### config.mk
export PLATFORM = sky130hd
export DESIGN_NAME = evm_ballot_unit
export DESIGN_NICKNAME = d
export VERILOG_FILES = /design/src/rtl/evm_pkg.sv /design/src/rtl/evm_key_debounce.sv /design/src/rtl/evm_ballot_unit.sv
export SDC_FILE = /design/constraint.sdc
export NUM_CORES = 1
export LEC_CHECK = 0
export CORE_MARGIN = 2
export CORE_UTILIZATION = 55
export DETAILED_ROUTE_END_ITERATION = 16
export PLACE_DENSITY = 0.79
export SLEW_MARGIN = 20
export SYNTH_ARGS = -nofsm -noshare
export SYNTH_HDL_FRONTEND = slang
export SYNTH_HIERARCHICAL = 1
export SYNTH_SLANG_ARGS = --single-unit
### constraint.sdc
create_clock -name CLK -period 6 [get_ports CLK]
set_input_delay 1.2 -clock CLK [delete_from_list [all_inputs] [get_ports CLK]]
set_output_delay 1.2 -clock CLK [all_outputs]
set_load 0.03 [all_outputs]
### src/rtl/evm_pkg.sv
// rtl/evm_pkg.sv - ballot unit states, candidate codes and key helpers shared with evm
package evm_pkg;

  typedef enum logic [2:0] {
    ST_IDLE,
    ST_ARMED,
    ST_DEBOUNCE,
    ST_SEND,
    ST_WAIT_REL
  } state_e;

  localparam logic [1:0] C0 = 2'd0;
  localparam logic [1:0] C1 = 2'd1;
  localparam logic [1:0] C2 = 2'd2;
  localparam logic [1:0] C3 = 2'd3;

  // Only meaningful for a one-hot key; anything else maps to C0.
  function automatic logic [1:0] encode_key(input logic [3:0] key);
    logic [1:0] code;
    case (key)
      4'b0010: code = C1;
      4'b0100: code = C2;
      4'b1000: code = C3;
      default: code = C0;
    endcase
    return code;
  endfunction

  function automatic logic [2:0] key_count(input logic [3:0] key);
    return {2'b00, key[0]} + {2'b00, key[1]} + {2'b00, key[2]} + {2'b00, key[3]};
  endfunction

endpackage

### src/rtl/evm_key_debounce.sv
// rtl/evm_key_debounce.sv - 2-FF key synchronizer with stability counter
module evm_key_debounce #(
  parameter logic [19:0] DEBOUNCE_CYCLES = 20'd500000
) (
  input  logic       clk,
  input  logic       rst,
  input  logic [3:0] key_raw,
  output logic [3:0] key_sync,
  output logic       stable
);

  logic [3:0]  sync1_q, sync1_d;
  logic [3:0]  sync2_q, sync2_d;
  logic [19:0] cnt_q, cnt_d;

  // The counter clears on the same edge the synced key changes, so it always
  // measures how long the currently visible key pattern has been steady.
  always_comb begin
    sync1_d = key_raw;
    sync2_d = sync1_q;
    cnt_d   = cnt_q;
    if (sync1_q != sync2_q) begin
      cnt_d = '0;
    end else if (cnt_q < DEBOUNCE_CYCLES) begin
      cnt_d = cnt_q + 20'd1;
    end
  end

  always_ff @(posedge clk or posedge rst) begin
    if (rst) begin
      sync1_q <= '0;
      sync2_q <= '0;
      cnt_q   <= '0;
    end else begin
      sync1_q <= sync1_d;
      sync2_q <= sync2_d;
      cnt_q   <= cnt_d;
    end
  end

  assign key_sync = sync2_q;
  assign stable   = (cnt_q == DEBOUNCE_CYCLES);

endmodule

### src/rtl/evm_ballot_unit.sv
// rtl/evm_ballot_unit.sv - voter ballot unit: arm, debounce, present vote, count ballots
module evm_ballot_unit
  import evm_pkg::*;
#(
  parameter logic [19:0] DEBOUNCE_CYCLES = 20'd500000,
  parameter logic [31:0] TIMEOUT_CYCLES  = 32'd0
) (
  input  logic        CLK,
  input  logic        RESET,
  input  logic        ISSUE,
  input  logic [3:0]  KEY,
  input  logic        VOTE_ACK,
  output logic [1:0]  S,
  output logic        VOTE_VALID,
  output logic        READY,
  output logic        BUSY,
  output logic        MULTI_KEY,
  output logic        TIMEOUT,
  output logic [31:0] BALLOT_COUNT
);

  logic [3:0] key_sync;
  logic       key_stable;

  evm_key_debounce #(
    .DEBOUNCE_CYCLES(DEBOUNCE_CYCLES)
  ) u_debounce (
    .clk     (CLK),
    .rst     (RESET),
    .key_raw (KEY),
    .key_sync(key_sync),
    .stable  (key_stable)
  );

  state_e      state_q, state_d;
  logic [3:0]  key_q, key_d;
  logic        seen_release_q, seen_release_d;
  logic [31:0] timer_q, timer_d;
  logic [1:0]  s_q, s_d;
  logic        vote_valid_q, vote_valid_d;
  logic        ready_q, ready_d;
  logic        busy_q, busy_d;
  logic        timeout_q, timeout_d;
  logic [31:0] ballot_count_q, ballot_count_d;

  logic timer_expired;
  logic key_one;
  logic keys_zero;

  assign timer_expired = (TIMEOUT_CYCLES != 32'd0) && (timer_q == TIMEOUT_CYCLES - 32'd1);
  assign key_one       = (key_count(key_sync) == 3'd1);
  assign keys_zero     = (key_sync == 4'b0000);

  always_comb begin
    state_d        = state_q;
    key_d          = key_q;
    seen_release_d = seen_release_q;
    timer_d        = timer_q;
    s_d            = s_q;
    timeout_d      = 1'b0;
    ballot_count_d = ballot_count_q;

    case (state_q)
      ST_IDLE: begin
        if (ISSUE) begin
          state_d        = ST_ARMED;
          timer_d        = '0;
          seen_release_d = 1'b0;
        end
      end
      ST_ARMED: begin
        if (timer_expired) begin
          state_d   = ST_IDLE;
          timeout_d = 1'b1;
        end else begin
          timer_d        = timer_q + 32'd1;
          seen_release_d = seen_release_q | keys_zero;
          // A key held from before ISSUE never votes until it has been let go.
          if (seen_release_q && key_one) begin
            state_d = ST_DEBOUNCE;
            key_d   = key_sync;
          end
        end
      end
      ST_DEBOUNCE: begin
        if (timer_expired) begin
          state_d   = ST_IDLE;
          timeout_d = 1'b1;
        end else begin
          timer_d = timer_q + 32'd1;
          if (key_sync != key_q) begin
            state_d = ST_ARMED;
          end else if (key_stable) begin
            state_d = ST_SEND;
            s_d     = encode_key(key_q);
          end
        end
      end
      ST_SEND: begin
        if (VOTE_ACK) begin
          state_d        = ST_WAIT_REL;
          ballot_count_d = ballot_count_q + 32'd1;
        end
      end
      ST_WAIT_REL: begin
        if (keys_zero) begin
          state_d = ST_IDLE;
        end
      end
      default: state_d = ST_IDLE;
    endcase

    vote_valid_d = (state_d == ST_SEND);
    ready_d      = (state_d == ST_ARMED) || (state_d == ST_DEBOUNCE);
    busy_d       = (state_d != ST_IDLE);
  end

  always_ff @(posedge CLK or posedge RESET) begin
    if (RESET) begin
      state_q        <= ST_IDLE;
      key_q          <= '0;
      seen_release_q <= 1'b0;
      timer_q        <= '0;
      s_q            <= '0;
      vote_valid_q   <= 1'b0;
      ready_q        <= 1'b0;
      busy_q         <= 1'b0;
      timeout_q      <= 1'b0;
      ballot_count_q <= '0;
    end else begin
      state_q        <= state_d;
      key_q          <= key_d;
      seen_release_q <= seen_release_d;
      timer_q        <= timer_d;
      s_q            <= s_d;
      vote_valid_q   <= vote_valid_d;
      ready_q        <= ready_d;
      busy_q         <= busy_d;
      timeout_q      <= timeout_d;
      ballot_count_q <= ballot_count_d;
    end
  end

  assign S            = s_q;
  assign VOTE_VALID   = vote_valid_q;
  assign READY        = ready_q;
  assign BUSY         = busy_q;
  assign TIMEOUT      = timeout_q;
  assign BALLOT_COUNT = ballot_count_q;
  assign MULTI_KEY    = (key_count(key_sync) > 3'd1);

endmodule
==> impl_metrics.json, run 1 <==
{
  "outcome": "complete, no violations",
  "wl_per_cell_um": 15.17,
  "grt_util_all_layers_pct": 21.35,
  "ys_seq_elements": 73,
  "seqPwrFrac_pct": 51.7,
  "cp-end-kind": "output pin",
  "core-area_um2": 6719,
  "slew_headroom_pct": 46.86,
  "synth_compound_area_share_pct": 8.599,
  "yosys.area_share.xor_xnor_pct": 10.46,
  "grt_max_degree": 37,
  "routabilityCongestion": 0.8351,
  "cts_hold_buf": 0,
  "n_fill_cell": 518,
  "finalWirelength_mm": 7.416,
  "synth-simple-area-share_pct": 24.47,
  "slew_viol_final": 0,
  "cts_root_buffer": "clkbuf_8",
  "p_sw_share_pct": 31.00,
  "antenna_found_initial": 0,
  "min_path_type": "reg2reg",
  "worst_slack_ns": 2.326,
  "synth_top_cell_by_area": "dfrtp_1",
  "cts_resized": 0,
  "pwr-share-clk_pct": 30.6,
  "synth_cells": 357,
  "path_class": "reg2out",
  "start_util_pct": 56.09,
  "dp_slack_ns": 2.671,
  "yosysWarningCount": 6,
  "synth-adder-area-share_pct": 2.855,
  "synthArstFlopShare_pct": 100.0,
  "portBuffers": 45,
  "ant_nets": 0,
  "synth_top_area_share_pct": 48.47,
  "hpwl_mm": 5.282,
  "die_x_um": 86.78,
  "synth.mux.area_fraction_pct": 1.195,
  "firstDrtPassIters": 4,
  "fin_crit_sh_pct": 61.24,
  "grt_pass1_vias": 2733,
  "p_comb_share_pct": 17.7,
  "synth_cell_types": 47,
  "crit_arrival_ns": 2.47,
  "worst_pin_slew_ns": 0.7948,
  "finalInstanceArea_um2": 4428,
  "avgViaCountPerCell": 5.836,
  "worstPathRequired_ns": 4.80,
  "drv_cap": 0,
  "synth_area_um2": 3769,
  "cts_tree": "built",
  "synth_top_family_by_area": "simple AND/OR/NAND/NOR gates",
  "io_pins": 47,
  "power_switching_mw": 0.3470,
  "drc_errors": 0,
  "total_leakage_power_nw": 1.893,
  "dpl_cell_area_um2": 4257,
  "finalSetupTns_ns": 0,
  "p_per_area_nw_per_um2": 252.8,
  "die_area_um2": 7530,
  "rsz0062_at_grt": "false",
  "syn_nets": 373,
  "postCtsSetupBuffers": 0,
  "clk_pin_slew_worst_paths_ns": 0.08,
  "cts.sinks": 73,
  "clock_skew_ns": 0.008772,
  "post-synth-top-count-cell": "dfrtp_1",
  "setup_violations": 0,
  "min_period_ns": 3.674,
  "critPathMaxFanout": 3,
  "drt_iter0_drc": 149,
  "synthFlopType": "dfrtp_1",
  "gr-total-overflow": 0,
  "cts_buffer_depth": 2,
  "start_kind": "flip-flop",
  "synth_area_per_cell_um2": 10.56,
  "cts_buffers": 9,
  "yosysSeqAreaShare_pct": 48.47,
  "synthTopCellsByArea": "dfrtp_1 (48%), xnor2_1 (9.1%), nand2_1 (3.4%), nor4_4 (3.4%), nand3_1 (3.3%)",
  "n_antenna_cell": 0,
  "p_int_mw": 0.7726,
  "fmax_mhz": 272.2,
  "grt_pass1_wl_mm": 12.74,
  "dieHeight_um": 86.78,
  "drive_above_1_share_pct": 8.313,
  "irDropWorstVdd_v": 0.0001371,
  "via_count": 2854,
  "rows": 30,
  "fin_nets": 420,
  "syn_to_final_growth_pct": 17.50,
  "htreeDepth": 3,
  "synth_edf_count": 0,
  "ys_top_cells_by_count": "dfrtp_1 (73), xnor2_1 (39), nand2_1 (34)",
  "hold_viol": 0,
  "clk_latency_ns": 0.34
}
[flip-flops by register name, indices dropped and copies added, names as in the netlist]
register             cells
BALLOT_COUNT            32
u_debounce/cnt_q        20
key_q                    4
u_debounce/key_sync      4
u_debounce/sync1_q       4
state_q                  3
S                        2
BUSY                     1
READY                    1
VOTE_VALID               1
seen_release_q           1
[power by group through the flow]
stage | clock network [mW] | registers, mW | logic (mW)
2_1_floorplan | 0 | 0.595 | 0.131
3_3_place_gp | 0 | 0.586 | 0.193
3_5_place_dp | 0 | 0.589 | 0.200
4_1_cts | 0.351 | 0.579 | 0.200
5_1_grt | 0.369 | 0.586 | 0.219
6_report | 0.343 | 0.579 | 0.198
[logic make-up (layout without fill, tap and decap cells)]
| logic type | count (synthesis) | in the layout |
|---|---|---|
| AO/OA/AOI/OAI | 50 | 50 |
| XOR/XNOR | 45 | 45 |
| adder cells (fa/ha/maj) | 8 | 8 |
| buffers and inverters | 30 | 82 |
| flip-flops | 73 | 73 |
| multiplexers | 4 | 4 |
| other | 1 | 1 |
| AND/OR/NAND/NOR | 146 | 146 |
[per-stage QoR]
stage | total power, mW | util (%) | cells | hold WS [ns]
after floorplan | 0.7261 | - | 357 | 0.3727
after global placement | 0.7788 | 63.35 | 473 | 0.3859
after detailed placement | 0.7885 | 63.35 | 473 | 0.3930
after CTS | 1.130 | 65.90 | 489 | 0.4107
after global routing | 1.174 | 65.90 | 489 | 0.4171
final | 1.120 | 65.90 | 489 | 0.4026
[critical path, cell delays in order, from the launching register on]
cell and delay [ns]:
dfrtp_1 0.40, inv_1 0.10, fa_1 0.48, inv_1 0.07, ha_1 0.16, inv_1 0.05, ha_1 0.17, inv_1 0.05
clkdlybuf4s50_1 0.65
[cell type report]
class	instances	area [um^2]	area share, %
clock inverter	6	33.78	0.7629
multi-input combinational	254	1797	40.58
sequential	73	1827	41.25
timing repair buffer	46	457.9	10.34
clock buffer	10	137.6	3.108
inverter	20	75.07	1.695
tap	80	100.1	2.261
[metal layers]
layer | share of wire [%] | routed length [um] | global-route usage, %
met1 | 46 | 3416 | 29.07
met2 | 48 | 3567 | 34.97
met3 | 5.4 | 399 | 3.810
met4 | 0.46 | 34 | 6.676
met5 | 0 | 0 | 0
[path summary, 6_finish.rpt]
path / endpoint / slack, ns / from / cells after the start
max reg2reg: VOTE_VALID / 3.39 / u_debounce/key_sync[0] / 9
min: u_debounce/key_sync[2] / 0.40 / u_debounce/sync1_q[2] / 0
min in group asynchronous: READY / 1.12 / RESET / 2
max in group asynchronous: BALLOT_COUNT[17] / 4.15 / RESET / 3
min reg2reg: u_debounce/key_sync[2] / 0.40 / u_debounce/sync1_q[2] / 0
max: MULTI_KEY / 2.33 / u_debounce/key_sync[0] / 8
[placed cells by master (no fill, tap or decap), types with 6 or more instances in the layout]
cell             count
a21oi_1             15
nor4_4               6
and2_1               7
dfrtp_1             73
inv_1               18
or4_1                7
nand3_1             25
nand2_1             34
and4_1               6
clkdlybuf4s50_1     45
nand4_1             14
xor2_1               6
clkbuf_8            10
xnor2_1             39
o21ai_0              9
ha_1                 7
nor2_1              20
nor3_1               6
(Power assumes the default switching activity.)
==> run 2: changes to the inputs <==
==> constraint.sdc (replaced) <==
create_clock -name CLK -period 3.4 [get_ports CLK]
set_input_delay 0.68 -clock CLK [delete_from_list [all_inputs] [get_ports CLK]]
set_output_delay 0.68 -clock CLK [all_outputs]
set_load 0.03 [all_outputs]
==> run 2 against run 1 <==
Global-route usage increased by 0.13 points; clock-buffer cell count unchanged; total power increased by 82%; first-iteration DRC count increased by 11%; non-clock buffer count increased by 1; clock skew increased by 0.0055 ns; core utilization increased by 0.45 points; largest cell class unchanged; via count decreased by 1.2%; largest power group unchanged; clock power increased by 97%; combinational power increased by 76%.
==> impl_metrics.json, run 2 (same netlist as run 1, synthesis figures left out) <==
{
  "path_class": "reg2out",
  "drt_iter0_drc": 166,
  "crit_family": "buffers and inverters",
  "antenna_found_initial": 0,
  "cts_buffers": 9,
  "setup.worst_path.end": "MULTI_KEY",
  "setup_violations": 0,
  "rows": 30,
  "slew_viol_final": 0,
  "use_met3_pct": 5.429,
  "dieHeight_um": 86.78,
  "fin_crit_sh_pct": 92.74,
  "crit_arrival_ns": 2.47,
  "top_usage_layer": "met2",
  "cts_resized": 0,
  "clk_pin_slew_worst_paths_ns": 0.08,
  "drc_errors": 0,
  "portBuffers": 45,
  "finalSetupTns_ns": 0,
  "critical_path.max_stage_delay_ns": 0.65,
  "wl_per_cell_um": 15.06,
  "rrSetupSlack_ns": 0.80,
  "p_comb_share_pct": 17.0,
  "worstPathRequired_ns": 2.72,
  "finalWirelength_mm": 7.365,
  "worstSetupPathDepth": 8,
  "worst_pin_slew_ns": 0.7924,
  "clock_skew_ns": 0.01427,
  "drv_cap": 0,
  "reg2reg_depth": 9,
  "rsz0062_at_grt": "false",
  "place_inst": 474,
  "layoutNonFillerInstCount": 489,
  "path_cells": "inv_1 -> fa_1 -> inv_1 -> ha_1 -> inv_1 -> ha_1 -> inv_1 -> clkdlybuf4s50_1",
  "cts_buffer_depth": 2,
  "fmax_mhz": 317.1,
  "dp_slack_ns": 0.6014,
  "postCtsSetupBuffers": 0,
  "timing.rr.end": "VOTE_VALID",
  "p_per_area_nw_per_um2": 458.1,
  "critPathLaunch": "u_debounce/key_sync[1]",
  "routabilityCongestion": 0.8473,
  "cp-end-kind": "output pin",
  "cts.sinks": 73,
  "pwr-share-clk_pct": 33.0,
  "largest_reg_flops": 32,
  "critPathBufInv": 5,
  "clk_latency_ns": 0.34,
  "crit_path_frequent_cell": "inv_1",
  "grt_pass1_wl_mm": 12.74,
  "fin_nets": 421,
  "io_pins": 47,
  "p_int_mw": 1.438,
  "start_util_pct": 56.09,
  "syn_to_final_growth_pct": 18.29,
  "die_area_um2": 7530,
  "outcome": "complete, no violations",
  "grt_use_met2_pct": 35.24,
  "power_switching_mw": 0.6041,
  "via_count": 2820,
  "crit_path_top_delay_cell": "clkdlybuf4s50_1",
  "core-area_um2": 6719,
  "hold_ws_ns": 0.3874,
  "cts_hold_buf": 0,
  "seqPwrFrac_pct": 49.9,
  "die_x_um": 86.78,
  "critPathMaxFanout": 3,
  "grt_util_all_layers_pct": 21.48,
  "drive_above_1_share_pct": 8.068,
  "hpwl_mm": 5.421,
  "irDropWorstVdd_v": 0.0003581,
  "gr-total-overflow": 0,
  "min_path_type": "reg2reg",
  "grt_max_degree": 29,
  "htreeDepth": 3,
  "total_leakage_power_nw": 1.901,
  "slew_headroom_pct": 47.02,
  "met1_usage_pct": 28.95,
  "ant_nets": 0,
  "cts_tree": "built",
  "grt_pass1_vias": 2675,
  "worst_slack_ns": 0.2469,
  "hold_viol": 0,
  "n_antenna_cell": 0,
  "avgViaCountPerCell": 5.767,
  "cts_root_buffer": "clkbuf_8",
  "p_sw_share_pct": 29.58,
  "power_mw": 2.042,
  "firstDrtPassIters": 4,
  "start_kind": "flip-flop",
  "rr_startpoint": "u_debounce/key_sync[0]",
  "final_cell_mix": "dfrtp_1 (73), clkdlybuf4s50_1 (45), xnor2_1 (39)",
  "min_period_ns": 3.153,
  "final_common_cell": "dfrtp_1"
}
==> run 2: final cells by class <==
cell class,instances,area (um^2)
repair buffers,47,465.4
inverters,20,75.07
fillers,515,2261
clock buffers,10,137.6
clock inverters,5,56.30
flip-flops and latches,73,1827
well taps,80,100.1
multi-input cells,254,1797
==> run 2: how the worst min path moves through the flow <==
stage | from | end | slack, ns | cells past startpoint
floorplan | u_debounce/sync1_q[0] | u_debounce/key_sync[0] | 0.37 | 0
global placement | u_debounce/sync1_q[3] | u_debounce/key_sync[3] | 0.39 | 0
detailed placement | u_debounce/sync1_q[1] | u_debounce/key_sync[1] | 0.38 | 0
CTS | u_debounce/sync1_q[1] | u_debounce/key_sync[1] | 0.39 | 0
global route | u_debounce/sync1_q[1] | u_debounce/key_sync[1] | 0.39 | 0
finish | u_debounce/sync1_q[1] | u_debounce/key_sync[1] | 0.39 | 0
==> run 2: power groups by stage <==
stage,registers [mW],logic [mW],clock network [mW]
finish,1.02,0.348,0.674
global route,1.03,0.386,0.725
CTS,1.02,0.351,0.683
detailed placement,1.04,0.350,0
global placement,1.03,0.341,0
floorplan,1.05,0.231,0
==> run 2: per-stage QoR <==
step,instance area [um^2],util [%]
CTS,4458,66.35
global placement,4264,63.46
detailed placement,4264,63.46
floorplan,3769,-
global route,4458,66.35
finish,4458,66.35
==> run 2: metal layers <==
layer	share of wire (%)	vias to the layer above
met2	49	68
met5	0	-
met3	4.3	4
met1	46	1372
li1	-	1376
met4	0.46	0
==> run 3: changes to the inputs <==
--- a/config.mk
+++ b/config.mk
@@ -9,7 +9,7 @@
 export CORE_UTILIZATION = 55
 export DETAILED_ROUTE_END_ITERATION = 16
 export PLACE_DENSITY = 0.79
-export SLEW_MARGIN = 20
+export SLEW_MARGIN = 10
 export SYNTH_ARGS = -nofsm -noshare
 export SYNTH_HDL_FRONTEND = slang
 export SYNTH_HIERARCHICAL = 1
==> results of run 3 <==
Same layout as run 2: the final DEF is identical, and so are final timing and power.
